$ cat config.mk
export PLATFORM = sky130hd
export DESIGN_NAME = rr_stream_mux
export DESIGN_NICKNAME = d
export VERILOG_FILES = /design/src/rtl/rr_stream_mux.sv
export SDC_FILE = /design/constraint.sdc
export NUM_CORES = 1
export LEC_CHECK = 0
export CORE_MARGIN = 1.5
export CORE_UTILIZATION = 36
export DETAILED_ROUTE_END_ITERATION = 8
export GPL_ROUTABILITY_DRIVEN = 1
export GPL_TIMING_DRIVEN = 0
export PLACE_DENSITY = 0.76
export SLEW_MARGIN = 5
export SYNTH_ARGS = -nofsm -noshare
export SYNTH_HDL_FRONTEND = slang
export SYNTH_SLANG_ARGS = --single-unit
$ cat constraint.sdc
create_clock -name i_Clk -period 2 [get_ports i_Clk]
set_input_delay 0.4 -clock i_Clk [delete_from_list [all_inputs] [get_ports i_Clk]]
set_output_delay 0.4 -clock i_Clk [all_outputs]
set_load 0.01 [all_outputs]
$ cat src/rtl/rr_stream_mux.sv
`default_nettype none
// ============================================================================
// Module   : rr_stream_mux
// Brief    : Registered N-to-1 valid/ready stream mux with round-robin or
//            fixed-priority arbitration and optional burst lock.
// Revision : 1.0
// ============================================================================
module rr_stream_mux #(
    parameter int  IW      = 8,
    parameter int  NUM_CH  = 4,
    parameter int  RR_MODE = 1,
    parameter int  LOCK_EN = 1,
    localparam int CW      = (NUM_CH <= 2) ? 1 : $clog2(NUM_CH)
) (
    input  logic                 i_Clk,
    input  logic                 i_Reset,
    input  logic [NUM_CH*IW-1:0] i_Data,
    input  logic [NUM_CH-1:0]    i_Valid,
    input  logic [NUM_CH-1:0]    i_Last,
    output logic [NUM_CH-1:0]    o_In_Ready,
    output logic [IW-1:0]        o_Data,
    output logic                 o_Valid,
    output logic                 o_Last,
    output logic [CW-1:0]        o_Channel,
    input  logic                 i_Ready
);

    localparam logic [0:0] c_S_IDLE   = 1'b0;
    localparam logic [0:0] c_S_LOCKED = 1'b1;

    logic [0:0]        r_state;
    logic [CW-1:0]     r_lock_ch;
    logic [CW-1:0]     r_rr_ptr;
    logic [IW-1:0]     r_data;
    logic              r_valid;
    logic              r_last;
    logic [CW-1:0]     r_channel;

    logic              w_load;
    logic [NUM_CH-1:0] w_elig;
    logic [NUM_CH-1:0] w_grant;
    logic [CW-1:0]     w_sel;
    logic              w_found;
    logic [CW-1:0]     w_start;
    logic [IW-1:0]     w_din;
    logic              w_last_in;
    logic              w_xfer;
    logic              w_complete;
    logic [CW-1:0]     w_ptr_next;
    int                w_idx;

    assign w_load  = !r_valid || i_Ready;
    assign w_start = (RR_MODE != 0) ? r_rr_ptr : '0;

    // While locked, only the owning channel may compete, even if it is idle.
    always_comb begin
        if (r_state == c_S_LOCKED)
            w_elig = i_Valid & (NUM_CH'(1) << r_lock_ch);
        else
            w_elig = i_Valid;
    end

    // Search upward from w_start with an exact wrap at NUM_CH.
    always_comb begin
        w_grant = '0;
        w_sel   = '0;
        w_found = 1'b0;
        w_idx   = 0;
        for (int off = 0; off < NUM_CH; off++) begin
            w_idx = int'(w_start) + off;
            if (w_idx >= NUM_CH)
                w_idx = w_idx - NUM_CH;
            for (int k = 0; k < NUM_CH; k++) begin
                if (!w_found && (k == w_idx) && w_elig[k]) begin
                    w_found    = 1'b1;
                    w_grant[k] = 1'b1;
                    w_sel      = CW'(k);
                end
            end
        end
    end

    always_comb begin
        w_din     = '0;
        w_last_in = 1'b0;
        for (int k = 0; k < NUM_CH; k++) begin
            if (w_grant[k]) begin
                w_din     = i_Data[k*IW +: IW];
                w_last_in = i_Last[k];
            end
        end
    end

    assign o_In_Ready = (i_Reset || !w_load) ? '0 : w_grant;
    assign w_xfer     = |o_In_Ready;
    assign w_complete = w_xfer && ((LOCK_EN == 0) || w_last_in);
    assign w_ptr_next = (w_sel == CW'(NUM_CH - 1)) ? '0 : w_sel + 1'b1;

    always_ff @(posedge i_Clk or posedge i_Reset) begin
        if (i_Reset) begin
            r_state   <= c_S_IDLE;
            r_lock_ch <= '0;
            r_rr_ptr  <= '0;
            r_data    <= '0;
            r_valid   <= 1'b0;
            r_last    <= 1'b0;
            r_channel <= '0;
        end else begin
            if (w_xfer) begin
                r_data    <= w_din;
                r_last    <= w_last_in;
                r_channel <= w_sel;
                r_valid   <= 1'b1;
            end else if (i_Ready) begin
                r_valid   <= 1'b0;
            end

            if (w_xfer) begin
                if ((r_state == c_S_IDLE) && (LOCK_EN != 0) && !w_last_in) begin
                    r_state   <= c_S_LOCKED;
                    r_lock_ch <= w_sel;
                end else if (w_complete) begin
                    r_state   <= c_S_IDLE;
                end
                if (w_complete && (RR_MODE != 0))
                    r_rr_ptr <= w_ptr_next;
            end
        end
    end

    assign o_Data    = r_data;
    assign o_Valid   = r_valid;
    assign o_Last    = r_last;
    assign o_Channel = r_channel;

endmodule
`default_nettype wire

==> impl_metrics.csv <==
group,metric,value,unit
final_layout,nets,267,
global_routing,antenna_found_initial,0,
synth,yosysWarnings,0,
clocking,cts_root_buf,"clkbuf_4",
pwr,swShare,43.4,%
synth,ys_ff_latch,17,
timing,clock.fmax,0.420,GHz
global_routing,grt_max_degree,12,
clocking,clockBufferDepth,2,
critical_path,worst_setup_path_end_kind,"flip-flop",
run_status,violations,"setup timing",
route,via_per_inst,5.53,
critical_path,cp-start-kind,"flip-flop",
route,antenna_left,0,
pwr,pwr-share-clk,6.4,%
synth,synth_largest_area_cell,"dfrtp_1",
timing,finalSetupViolations,21,
timing,tightest_slew,0.391,ns
floorplan,ioPinCount,59,
critical_path,crit_type,"flip-flop to flip-flop",
floorplan,die_area,3650,µm²
pwr,p_int,1.69,mW
timing,period_minus_slack,2.38,ns
route,drtIter0Drc,106,
synth,synth_cell_types,45,
run,max_cap_violations,0,
synth,synthXorXnorAreaFrac,0,%
timing,period_share,119,%
critical_path,crit_arrival,2.56,ns
synth,synthAdderAreaFrac,0,%
global_routing,grt_pass1_wl,7070,µm
clocking,clk_latency,0.29,ns
pwr,combPwrFrac,73.1,%
synth,synthTopCellsByArea,"dfrtp_1 (36%), a222oi_1 (6.8%), nand2_1 (5.7%)",
pwr,powerDensity,1340,nW/µm²
clocking,cts-htree-levels,1,
timing,slew_headroom,73.9,%
min_path,hold_path.class,"input port to async pin",
timing,hold_ws,0.450,ns
synth,synth_mux_area_share,3.69,%
critical_path,slowest_delay,0.41,ns
route,firstDrtPassIters,4,
critical_path,crit_fanout,8,
final_layout,post_route_cells_drive_above_1_share,32.7,%
synth,synth.net_count,178,
critical_path,crit_top_cell,"buf_6",
clocking,clk_pin_slew_worst_paths,0.11,ns
run_status,status,"finished, violations left",
pwr,ir_drop,0.000546,V
floorplan,core,3100,µm²
synth,synth_top_family_by_area,"compound AO/OA/AOI/OAI gates",
synth,synth_ff_type,"dfrtp_1",
synth,synth_top_area_share,35.9,%
place,dp.cells,237,
critical_path,crit_start,"r_lock_ch[1]",
critical_path,required,2.18,ns
timing,rsz0062_at_grt,"yes",
pwr,power.leakage,0.963,nW
timing,hold_violations,0,
global_routing,first_global_vias,1522,
synth,synthSimpleGateAreaFrac,18.9,%
final_layout,syn_to_final_growth,88.0,%
clocking,holdBufCountCts,0,
clocking,clkSinkCount,17,
route,routed_wl,4600,µm
timing,finalClockSkew,0.0105,ns
pwr,switching_power,1.30,mW
synth,syn_inst,135,
synth,synthArstFlopShare,100,%
floorplan,die_h,60.4,µm
place,gp_congestion,0.894,
final_layout,fin_cells,267,
global_routing,grtUsageTotal,26.4,%
synth,syn_area_per_cell,8.79,µm²
timing,finalMaxSlewViolations,0,
floorplan,die_w,60.4,µm
place,port_buffers,58,
critical_path,slowest_stage,"dfrtp_1",
floorplan,initial_core_util,38.2,%
critical_path,path_cells,"buf_6 -> nand2b_4 -> a32o_2 -> a221oi_2 -> buf_4 -> a311o_1 -> o31ai_4 -> buf_6 -> nor2_4 -> mux2_4",
floorplan,rows,20,
pwr,pwr-share-seq,20.5,%
clocking,tritoncts,"yes",
critical_path,rrSetupSlack,-0.38,ns
synth,synth_area,1190,µm²
clocking,cts_inserted_buffers,3,
route,detail_route.wl_per_cell,17.2,µm
critical_path,r2r_start,"r_lock_ch[1]",
synth,synth-compound-area-share,37.0,%
place,dp_hpwl,2970,µm
final_layout,num_antenna_cells,0,
route,drcViolationCount,0,
synth,synth-edff-count,0,
synth,yosysSeqAreaShare,35.9,%
timing,setup_ws,-0.381,ns
global_routing,overflow,0,
route,num_vias,1477,
-- cells in the mapped netlist (all sizes together), types with 2 or more instances --
cell type and count:
nand2 18, dfrtp 17, o21ai 14, a21boi 9
a222oi 8, a21oi 7, inv 6, nor2 6
buf 5, nand2b 5, and2 4, mux2 3
nand3 3, a21o 2, a221oi 2, and2b 2
nand3b 2, nor3 2, o311ai 2, o31ai 2
-- final timing paths --
path | cells after the start | to
setup / recovery | 10 | r_rr_ptr[1]
hold / removal | 3 | r_state
setup reg to reg | 10 | r_rr_ptr[1]
hold reg to reg | 2 | o_Data[6]
max in group asynchronous | 4 | r_rr_ptr[1]
min in group i_Clk | 2 | o_Data[6]
-- final cells by class --
cell class / count / area (µm²)
Multi-Input combinational cell: 106 / 867
Buffer: 5 / 46.3
Tap cell: 44 / 55.1
Sequential cell: 17 / 428
Clock inverter: 1 / 7.51
Fill cell: 250 / 873
Timing Repair Buffer: 85 / 777
Clock buffer: 3 / 22.5
Inverter: 6 / 26.3
-- registers in the layout, indices dropped and copies added, names as in the netlist --
register,cells
r_lock_ch,2
o_Last,1
o_Valid,1
r_rr_ptr,2
r_state,1
o_Data,8
o_Channel,2
-- layer usage --
metal,track usage (%),routed length [µm]
met1,28.4,1720
met2,47.0,2360
met3,7.46,353
met4,13.3,161
met5,0,0
-- critical path, delay by kind of cell (launching register included) --
kind | cells | cell delay [ns]
multiplexers | 1 | 0.32
flip-flops | 1 | 0.41
AND/OR/NAND/NOR | 2 | 0.27
AO/OA/AOI/OAI | 4 | 0.80
buffers and inverters | 3 | 0.45
-- through the flow --
stage / instance area (µm²) / worst slack (ns) / power (mW) / setup TNS, ns / util, %
2_1_floorplan: 1240 / -0.0789 / 1.64 / -0.234 / -
3_3_place_gp: 1880 / -1.24 / 2.17 / -14.22 / 60.5
3_5_place_dp: 1880 / -1.24 / 2.20 / -14.46 / 60.5
4_1_cts: 2140 / -0.383 / 2.76 / -5.65 / 69.0
5_1_grt: 2230 / -0.440 / 3.18 / -7.65 / 71.9
6_report: 2230 / -0.381 / 2.99 / -5.96 / 71.9
-- placed cells by master, fill, tap and decap left out, types with 4 or more instances in the layout --
cell and n:
inv_1 4, buf_4 25, a222oi_1 8, nand2b_1 4, clkdlybuf4s50_1 51, a21boi_0 8
dfrtp_1 15, nand2_1 17, o21ai_1 11, buf_6 7
-- cell families after synthesis --
logic type | Yosys count
buf+inv | 12
mux | 4
compound gates | 57
simple gates | 45
flops | 17
-- power groups by stage --
stage | clock network (mW) | registers, mW | logic, mW
floorplan | 0 | 0.634 | 1.00
global placement | 0 | 0.610 | 1.56
detailed placement | 0 | 0.615 | 1.58
CTS | 0.195 | 0.600 | 1.97
global route | 0.208 | 0.624 | 2.35
finish | 0.192 | 0.613 | 2.19
-- timing repair --
action,CTS,global route
endpoints found under the setup margin,21,21
pin swaps,13,10
gates resized for setup,46,12
buffers inserted,22,5
Power figures use the tool's default switching activity.
==> patch: new RTL, same flow settings <==
Change the parameter `NUM_CH` from 4 to 8.
--- a/src/rtl/rr_stream_mux.sv
+++ b/src/rtl/rr_stream_mux.sv
@@ -9,3 +9,3 @@
     parameter int  IW      = 8,
-    parameter int  NUM_CH  = 4,
+    parameter int  NUM_CH  = 8,
     parameter int  RR_MODE = 1,
Interface: changed (5 resized); port bits go from 59 to 104. The function was not compared with the original's and may differ.
==> patch against the unedited design <==
The flow still finishes with violations (setup timing); final area up 130%; clock skew down 0.0023 ns; sequential cell count up 3; area after synthesis up 140%; setup slack worse by 1.8 ns; utilization down 5.3 points; routed wire length rose to 3.4 times the old value; highest routed layer unchanged.
Power is not shown: default switching activity piles up to over one toggle a cycle in this logic, so the estimate is an artifact.
==> patch: results <==
export IMPL_status="complete, but fails checks"
export IMPL_violations="setup timing"
export IMPL_fin_skew_ns=0.00827
export IMPL_setup_viol=28
export IMPL_ys_seq_area_frac=0.176
export IMPL_r2r_start="r_rr_ptr[1]"
export IMPL_hold_path_class="reg2reg"
export IMPL_gp_congestion=0.979
export IMPL_grt_pass1_wl_um=22600
export IMPL_nNetsFinal=642
export IMPL_via_per_inst=6.74
export IMPL_portBuffers=103
export IMPL_timing_final_ws_setup_ns=-2.19
export IMPL_ys_types=81
export IMPL_tritoncts_num_buffers=3
export IMPL_wl_per_cell_um=24.2
export IMPL_cts_root_buf="clkbuf_8"
export IMPL_dp_hpwl_um=10600
export IMPL_layout_drive_gt1_share=0.351
export IMPL_synthTopCellsByCount="nand2_1, nor2_1, nand3_1"
export IMPL_grt_max_degree=21
export IMPL_worstMarginPinSlew_ns=0.756
export IMPL_drt_first_pass_iters=6
export IMPL_cpPeakStageDelay_ns=0.58
export IMPL_synth_area_leaders="dfrtp_1, nand2_1, a22oi_1"
export IMPL_arrival_ns=4.33
export IMPL_crit_slowest_cell="or4_4"
export IMPL_cts_clk_slew_worst_paths_ns=0.07
export IMPL_syn_nets=479
patch: changes by cell type after synthesis, sizes merged, moves of 7 or more:
cell,before,now
nor3,2,11
a22oi,0,24
nor2,6,32
nand4,0,7
o21ai,14,24
nand3,3,25
a21oi,7,18
nand2,18,56
buf,5,15
clkbuf,1,12
a31oi,0,10
nor4,0,9
patch: cell families (layout without fill, tap and decap cells):
kind of cell             after synthesis  in the layout  share of synthesized area
adder cells (fa/ha/maj)                5              5                     0.0219
multiplexers                           6              6                     0.0272
AND/OR/NAND/NOR                      179            179                      0.338
flip-flops                            20             20                      0.176
XOR/XNOR                               1              1                    0.00307
buffers and inverters                 37            197                     0.0606
AO/OA/AOI/OAI                        143            144                      0.373
patch: repair_timing:
item                                    in CTS  in global routing
buffers inserted                            38                 16
hold buffers                                 0                  0
cloned                                       2                  1
endpoints found under the setup margin      28                 28
pin swaps                                   25                 24
resized for setup                          126                 45
patch: metal layers:
layer	global-route usage	vias up	part of all wire
met5	0	-	0
met4	0.101	0	0.044
met3	0.0862	84	0.13
met2	0.514	384	0.44
met1	0.479	2075	0.39
li1	-	1868	-
patch: final timing paths:
path / end / slack [ns] / cells past startpoint
worst max-delay path: r_lock_ch[1] / -2.19 / 18
worst min-delay path: o_Data[1] / 0.49 / 2
worst max register to register: r_lock_ch[1] / -2.19 / 18
worst min register to register: o_Data[1] / 0.49 / 2
max in group asynchronous: r_rr_ptr[2] / 0.80 / 2
min in group asynchronous: r_rr_ptr[0] / 0.68 / 2
patch: critical path, delay by kind of cell (launching register included):
kind,cells,cell delay (ns)
buf+inv,6,0.70
fa+ha+maj,1,0.25
simple gates,7,1.86
compound gates,3,0.54
mux,1,0.34
flops,1,0.37
patch: per-stage QoR:
step | hold WS, ns | std cells | area, um^2 | setup slack [ns] | TNS (ns)
6_report | 0.490 | 654 | 5120 | -2.19 | -56.59
5_1_grt | 0.509 | 654 | 5120 | -2.29 | -59.54
4_1_cts | 0.483 | 638 | 4830 | -2.04 | -53.21
3_5_place_dp | 0.470 | 596 | 4140 | -2.95 | -73.17
3_3_place_gp | 0.461 | 596 | 4140 | -3.00 | -75.21
2_1_floorplan | 0.364 | 391 | 2980 | -1.91 | -43.09
patch: final cells by class:
type	instances	area, um^2
buffer	26	255
fill	622	2570
timing repair buffer	158	1480
tap	102	128
sequential	20	502
multi-input combinational	335	2650
inverter	10	65.1
clock buffer	3	41.3
